$ cat src/rtl/puf_race_ctrl.sv
// Ring-oscillator PUF race sequencer.
// For each response bit it clears the counter pair, runs one race and records
// which counter finished first. RESP_BITS races are assembled into one word.
module puf_race_ctrl #(
  parameter int RESP_BITS  = 8,
  parameter int SEL_W      = 3,
  parameter int CLR_CYCLES = 4,
  parameter int TIMEOUT    = 65535
) (
  input  logic                 clk,
  input  logic                 rst,
  input  logic                 start,
  input  logic                 fin_a,
  input  logic                 fin_b,
  output logic [SEL_W-1:0]     pair_sel,
  output logic                 counter_rst,
  output logic                 ro_en,
  output logic                 busy,
  output logic                 done,
  output logic [RESP_BITS-1:0] response,
  output logic                 tie_flag,
  output logic                 tmo_flag
);

  localparam int WW = $clog2(TIMEOUT + 1);
  localparam int CW = $clog2(CLR_CYCLES + 1);

  localparam logic [SEL_W-1:0] LAST_IDX = SEL_W'(RESP_BITS - 1);
  localparam logic [SEL_W-1:0] IDX_ONE  = SEL_W'(1);
  localparam logic [CW-1:0]    CLR_LAST = CW'(CLR_CYCLES - 1);
  localparam logic [CW-1:0]    CLR_ONE  = CW'(1);
  localparam logic [WW-1:0]    TMO_LAST = WW'(TIMEOUT - 1);
  localparam logic [WW-1:0]    WAIT_ONE = WW'(1);

  typedef enum logic [2:0] {
    S_IDLE,
    S_CLEAR,
    S_RACE,
    S_CAPTURE,
    S_DONE
  } state_t;

  state_t                 state_q, state_d;
  logic [SEL_W-1:0]       idx_q, idx_d;
  logic [CW-1:0]          clr_q, clr_d;
  logic [WW-1:0]          wait_q, wait_d;
  logic                   bit_q, bit_d;
  logic [RESP_BITS-1:0]   resp_q, resp_d;
  logic                   tie_q, tie_d;
  logic                   tmo_q, tmo_d;

  // State and datapath registers; reset returns everything to idle values.
  always_ff @(posedge clk or posedge rst) begin
    if (rst) begin
      state_q <= S_IDLE;
      idx_q   <= '0;
      clr_q   <= '0;
      wait_q  <= '0;
      bit_q   <= 1'b0;
      resp_q  <= '0;
      tie_q   <= 1'b0;
      tmo_q   <= 1'b0;
    end else begin
      state_q <= state_d;
      idx_q   <= idx_d;
      clr_q   <= clr_d;
      wait_q  <= wait_d;
      bit_q   <= bit_d;
      resp_q  <= resp_d;
      tie_q   <= tie_d;
      tmo_q   <= tmo_d;
    end
  end

  // Next-state logic and state-decoded control outputs.
  always_comb begin
    state_d     = state_q;
    idx_d       = idx_q;
    clr_d       = clr_q;
    wait_d      = wait_q;
    bit_d       = bit_q;
    resp_d      = resp_q;
    tie_d       = tie_q;
    tmo_d       = tmo_q;
    counter_rst = 1'b1;
    ro_en       = 1'b0;
    busy        = 1'b0;
    done        = 1'b0;

    case (state_q)
      S_IDLE: begin
        if (start) begin
          state_d = S_CLEAR;
          idx_d   = '0;
          clr_d   = '0;
          resp_d  = '0;
          tie_d   = 1'b0;
          tmo_d   = 1'b0;
        end
      end
      S_CLEAR: begin
        busy   = 1'b1;
        wait_d = '0;
        if (clr_q == CLR_LAST) begin
          clr_d   = '0;
          state_d = S_RACE;
        end else begin
          clr_d = clr_q + CLR_ONE;
        end
      end
      S_RACE: begin
        busy        = 1'b1;
        counter_rst = 1'b0;
        ro_en       = 1'b1;
        wait_d      = wait_q + WAIT_ONE;
        // A finish pulse in the last permitted cycle still beats the timeout.
        if (fin_a && fin_b) begin
          bit_d   = 1'b0;
          tie_d   = 1'b1;
          state_d = S_CAPTURE;
        end else if (fin_a) begin
          bit_d   = 1'b1;
          state_d = S_CAPTURE;
        end else if (fin_b) begin
          bit_d   = 1'b0;
          state_d = S_CAPTURE;
        end else if (wait_q == TMO_LAST) begin
          bit_d   = 1'b0;
          tmo_d   = 1'b1;
          state_d = S_CAPTURE;
        end
      end
      S_CAPTURE: begin
        busy           = 1'b1;
        resp_d[idx_q]  = bit_q;
        if (idx_q == LAST_IDX) begin
          state_d = S_DONE;
        end else begin
          idx_d   = idx_q + IDX_ONE;
          clr_d   = '0;
          state_d = S_CLEAR;
        end
      end
      S_DONE: begin
        done    = 1'b1;
        state_d = S_IDLE;
      end
      default: begin
        state_d = S_IDLE;
      end
    endcase
  end

  assign pair_sel = idx_q;
  assign response = resp_q;
  assign tie_flag = tie_q;
  assign tmo_flag = tmo_q;

endmodule

$ cat config.mk
export PLATFORM = sky130hd
export DESIGN_NAME = puf_race_ctrl
export DESIGN_NICKNAME = d
export VERILOG_FILES = /design/src/rtl/puf_race_ctrl.sv
export SDC_FILE = /design/constraint.sdc
export NUM_CORES = 1
export LEC_CHECK = 0
export CAP_MARGIN = 20
export CORE_MARGIN = 10
export CORE_UTILIZATION = 50
export DETAILED_ROUTE_END_ITERATION = 8
export PLACE_DENSITY_LB_ADDON = 0.05
export SYNTH_ARGS = -nofsm -noshare
export SYNTH_HDL_FRONTEND = slang
export SYNTH_SLANG_ARGS = --single-unit
$ cat constraint.sdc
create_clock -name clk -period 1.8 [get_ports clk]
set_clock_uncertainty 0.2 [all_clocks]
set_input_delay 0.54 -clock clk [delete_from_list [all_inputs] [get_ports clk]]
set_output_delay 0.54 -clock clk [all_outputs]
set_load 0.02 [all_outputs]
## Yosys cells after proc, flatten, opt, wreduce, memory -nomap -nowiden

Index checks and enable logic that the tools add are counted.

- Output and inout bits: 17
- Register bits: 36
- Bits of input ports: 5

- Multiplexer cells: 36
- Magnitude comparators: 2
- Add/subtract/negate cells: 3
- Equality and inequality tests: 16
- Reduce and logical (&&, ||, !) cells: 16

Operators by type and width:

| kind | count |
|---|---|
| $mux W3 | 11 |
| $pmux W16 S2 | 1 |
| $add A16 B1 Y16 const B | 1 |
| $eq A16 B16 Y1 const B | 1 |
| $ne A2 B2 Y1 const B | 8 |
| $pmux W8 S2 | 1 |
| $mux W1 | 15 |
| $pmux W3 S4 | 1 |
| $reduce_and A3 Y1 | 4 |
| $eq A3 B2 Y1 const B | 3 |
| $pmux W3 S3 | 1 |
| $bwmux W8 | 1 |
| $mux W8 | 1 |
| $add A3 B1 Y3 const B | 2 |
| $eq A3 B3 Y1 const B | 2 |
| $pmux W3 S2 | 1 |
| $reduce_and A6 Y1 | 1 |
| $reduce_bool A2 Y1 | 3 |
| $ne A5 B5 Y1 const B | 1 |
| $lt A3 B4 Y1 const B | 1 |
| $pmux W1 S2 | 2 |
| $reduce_and A2 Y1 | 2 |
| $reduce_bool A4 Y1 | 1 |
| $demux W1 S3 | 1 |
| other kinds (6) | 7 |

## Depth between registers and ports, before layout

- Depth after elaboration: 6
- Mapped depth: 6
- Depth with buffers taken out: 6

## Least setup slack after synthesis

No wires, ideal clock.

- Kind: input to register
- From: in start
- To: reg idx_q[0] (netlist: pair_sel[0])
- Path buffers: 0
- Stages on the path: 4
- Data arrival time: 1.582 ns
- Path slack: -0.106 ns
- Setup time: 0.125 ns
- Data required time: 1.475 ns
- Cells stage by stage: or3b_1 -> a21o_1 -> or2_1 -> mux2_2

- Word-level cells in the longest chain between the ends: 2

RTL lines:

| element | line | RTL |
|---|---|---|
| start: declaration | 12 | `input logic start,` |
| $ne A2 B2 Y1 (no line) | - |  |
| $reduce_and A3 Y1 (no line) | - |  |
| end signal: assignment | 65 | `idx_q <= idx_d;` |
| end: declaration | 44 | `logic [SEL_W-1:0] idx_q, idx_d;` |

No other way between the ends.
A chain may end at the register's enable or synchronous reset.

## Worst setup path in the final report

- From: reg state_q[0]
- To: out counter_rst

- Word-level cells in the longest chain between the ends: 2

RTL lines:

| element | line | RTL |
|---|---|---|
| start: declaration | 43 | `state_t state_q, state_d;` |
| start signal: assignment | 64 | `state_q <= state_d;` |
| $eq A3 B2 Y1 | 90 | `case (state_q)` |
| $mux W1 | 90 |  |
| end: declaration | 16 | `output logic counter_rst,` |

No other way between the ends.

==> results.cfg <==
[routing]
drt_pass1_iterations = 4
drt_first_iter_violations = 88
detailroute.via_count = 1672
viasPerCell = 5.726
finalWirelength_um = 4678
route.detailed.drc = 0
detail-route-antenna-nets = 0
post_drt_wl_per_cell_um = 16.02

[place]
place_congestion = 0.8174
port-buffer-count = 21
place.detailed.hpwl_um = 3053

[floorplanning]
core_region_area_um2 = 3633
pin_count = 22
start_util = 0.5131
die_w_um = 81.06
core.rowCount = 22
die_height_um = 81.06
die-area_um2 = 6571

[run_status]
violated_checks = setup timing
outcome = complete, but fails checks

[synth]
synth-main-ff-cell = dfrtp_1
number_of_flops_mapped_to_enable_cells_by_yosys = 0
synth.cell_area_um2 = 1864
ys_types = 41
synth_sequential_area_ratio = 0.4832
syn_avg_cell_area_um2 = 9.560
yosys_warnings = 0
synthMostInstantiatedCell = dfrtp_1
synth_top_cells_by_area = dfrtp_1 48%, o21ai_0 7.0%, mux2i_1 4.3%
netlist_instances = 195
synth_top_cells_by_count = 36 x dfrtp_1, 26 x o21ai_0, 20 x nand2_1
most_area_hungry_cell_type_in_the_yosys_netlist = dfrtp_1
async_reset_ff_frac = 1.000
synth.ff_latch_count = 36
synthesis.nets = 205
top_cell_type_s_share_of_synthesized_area = 0.4832

[global_route]
global_route.usage.total = 0.1521
global_route.overflow_total = 0
grt_start_max_net_pins = 37
antenna_found_initial = 0
grt_pass1_vias = 1649
grt_pass1_wl_um = 7879

[timing]
max-slew-margin-rel = 0.7832
finalHoldViolCount = 0
setup_viol = 18
layout_worst_path_cycle_share = 1.163
final-max-slew-violation-count = 0
max_freq_ghz = 0.4778
setup_repair_after_global_routing_missed_its_margin = yes
timing.hold.ws_ns = 0.2732
period_minus_slack_ns = 2.093
worst_pin_slew_ns = 0.3225
final_setup_margin_ns = -0.2931
fin_setup_tns_ns = -2.029

[pwr]
cellPowerDensity_nw_per_um2 = 1294
finalPower_uw = 3423
vdd_ir_drop_max_mv = 0.8193
power_leakage_uw = 0.001265

[worst_setup_path]
critPathMostFrequentCell = buf_6
arrival_ns = 1.35
critical_path.max_stage_delay_ns = 0.43
critical_path.endpoint_type = output pin
crit_type = register to output pin
worstPathRequired_ns = 1.06
worstPathMaxFanout = 2
crit_path_start_kind = register
crit_slowest_cell = or3b_4
critical_path.cell_chain = or3b_4, buf_6, buf_6

[finish]
fin_nets = 253
postLayoutCoreUtil = 0.7280
insertedDiodeCount = 0
syn_to_final_growth_pct = 41.88
fill_cells = 282
drive_above_1_share = 0.3074

[clock_tree]
clock_sink_count = 36
worstSkewPairLatency_ns = 0.29
post_cts_hold_buffer_count = 0
ctsRootBufferMaster = clkbuf_8
tritoncts.num_buffers = 5
clockBufferDepth = 2
cts.reportedPaths.clkPinSlew_ns = 0.08
h_tree_depth = 2
clock_tree_from_tritoncts = yes

[job]
maxCapViolations = 0

[min_path]
min-delay-path-class = register to register
[worst max-delay path, delay by kind of cell (launching register included)]
family / cells / cell delay (ns)
and+or+nand+nor: 1 / 0.43
DFF: 1 / 0.38
buffers and inverters: 2 / 0.25
[cell usage in the layout, fill, tap and decap left out, types with 4 or more instances in the layout]
master | Yosys | final
a31oi_1 | 5 | 4
mux2i_1 | 8 | 8
dlygate4sd2_1 | 0 | 11
nand2b_1 | 5 | 5
dfrtp_1 | 36 | 35
inv_1 | 8 | 7
nor2_1 | 12 | 8
nand3_1 | 9 | 6
buf_6 | 0 | 10
o21ai_0 | 26 | 8
nand4_1 | 5 | 5
clkbuf_8 | 0 | 5
o21a_1 | 4 | 4
a22o_1 | 4 | 4
o21ai_1 | 0 | 15
nand2_1 | 20 | 17
ha_1 | 5 | 5
buf_4 | 0 | 22
[state kept, by name (all words and copies together) (netlist names)]
| name | count |
|---|---|
| wait_q | 16 |
| clr_q | 3 |
| tie_flag | 1 |
| pair_sel | 3 |
| state_q | 3 |
| bit_q | 1 |
| response | 8 |
| tmo_flag | 1 |
[logic make-up after synthesis]
logic type	synth area share
mux	0.04899
buf+inv	0.03557
fa+ha+maj	0.03356
flops	0.4832
simple gates	0.2161
compound gates	0.1826
[power breakdown]
part	switching [uW]	internal, uW	leakage, uW
clock	301	693	0.0000784
combinational	756	679	0.000699
sequential	80.4	913	0.000487
[cell type report]
type                            instances  area, um^2  share of cell area
Inverter                                8       33.78             0.01277
Sequential cell                        36       902.1              0.3411
Multi-Input combinational cell        142        1045              0.3950
Clock buffer                            5       68.82             0.02602
Clock inverter                          3       90.09             0.03406
Timing Repair Buffer                   50       445.4              0.1684
Tap cell                               48       60.06             0.02271
[per-layer routing]
metal	global-route usage	up-vias	part of all wire
met3	0.04857	10	0.052
met2	0.2588	40	0.52
met5	0	-	0
met1	0.1762	817	0.41
met4	0.05363	0	0.019
li1	-	805	-
[path summary, 6_finish.rpt]
check / end / slack (ns) / from / cells after the start
setup / recovery: counter_rst / -0.29 / state_q[0]$_DFFE_PP0P_ / 3
hold / removal: wait_q[14]$_DFFE_PP0N_ / 0.27 / wait_q[14]$_DFFE_PP0N_ / 1
setup reg to reg: wait_q[10]$_DFFE_PP0N_ / -0.24 / state_q[0]$_DFFE_PP0P_ / 6
hold reg to reg: wait_q[14]$_DFFE_PP0N_ / 0.27 / wait_q[14]$_DFFE_PP0N_ / 1
max in group asynchronous: wait_q[4]$_DFFE_PP0N_ / 0.80 / rst / 3
min in group asynchronous: wait_q[12]$_DFFE_PP0N_ / 0.41 / rst / 3
[stage by stage]
stage / setup slack [ns] / area [um^2] / cells
CTS: -0.3021 / 2589 / 291
global placement: -0.5251 / 2250 / 273
detailed placement: -0.5449 / 2250 / 273
floorplan: -0.08511 / 1877 / 195
global route: -0.3402 / 2645 / 292
finish: -0.2931 / 2645 / 292
[what timing repair did]
item,in CTS,in global routing
endpoints found under the setup margin,40,35
setup buffers,10,3
pin swaps,12,8
resized for setup,78,30
hold endpoints to repair,0,0
Note: power is estimated with default switching activity, not from simulation.
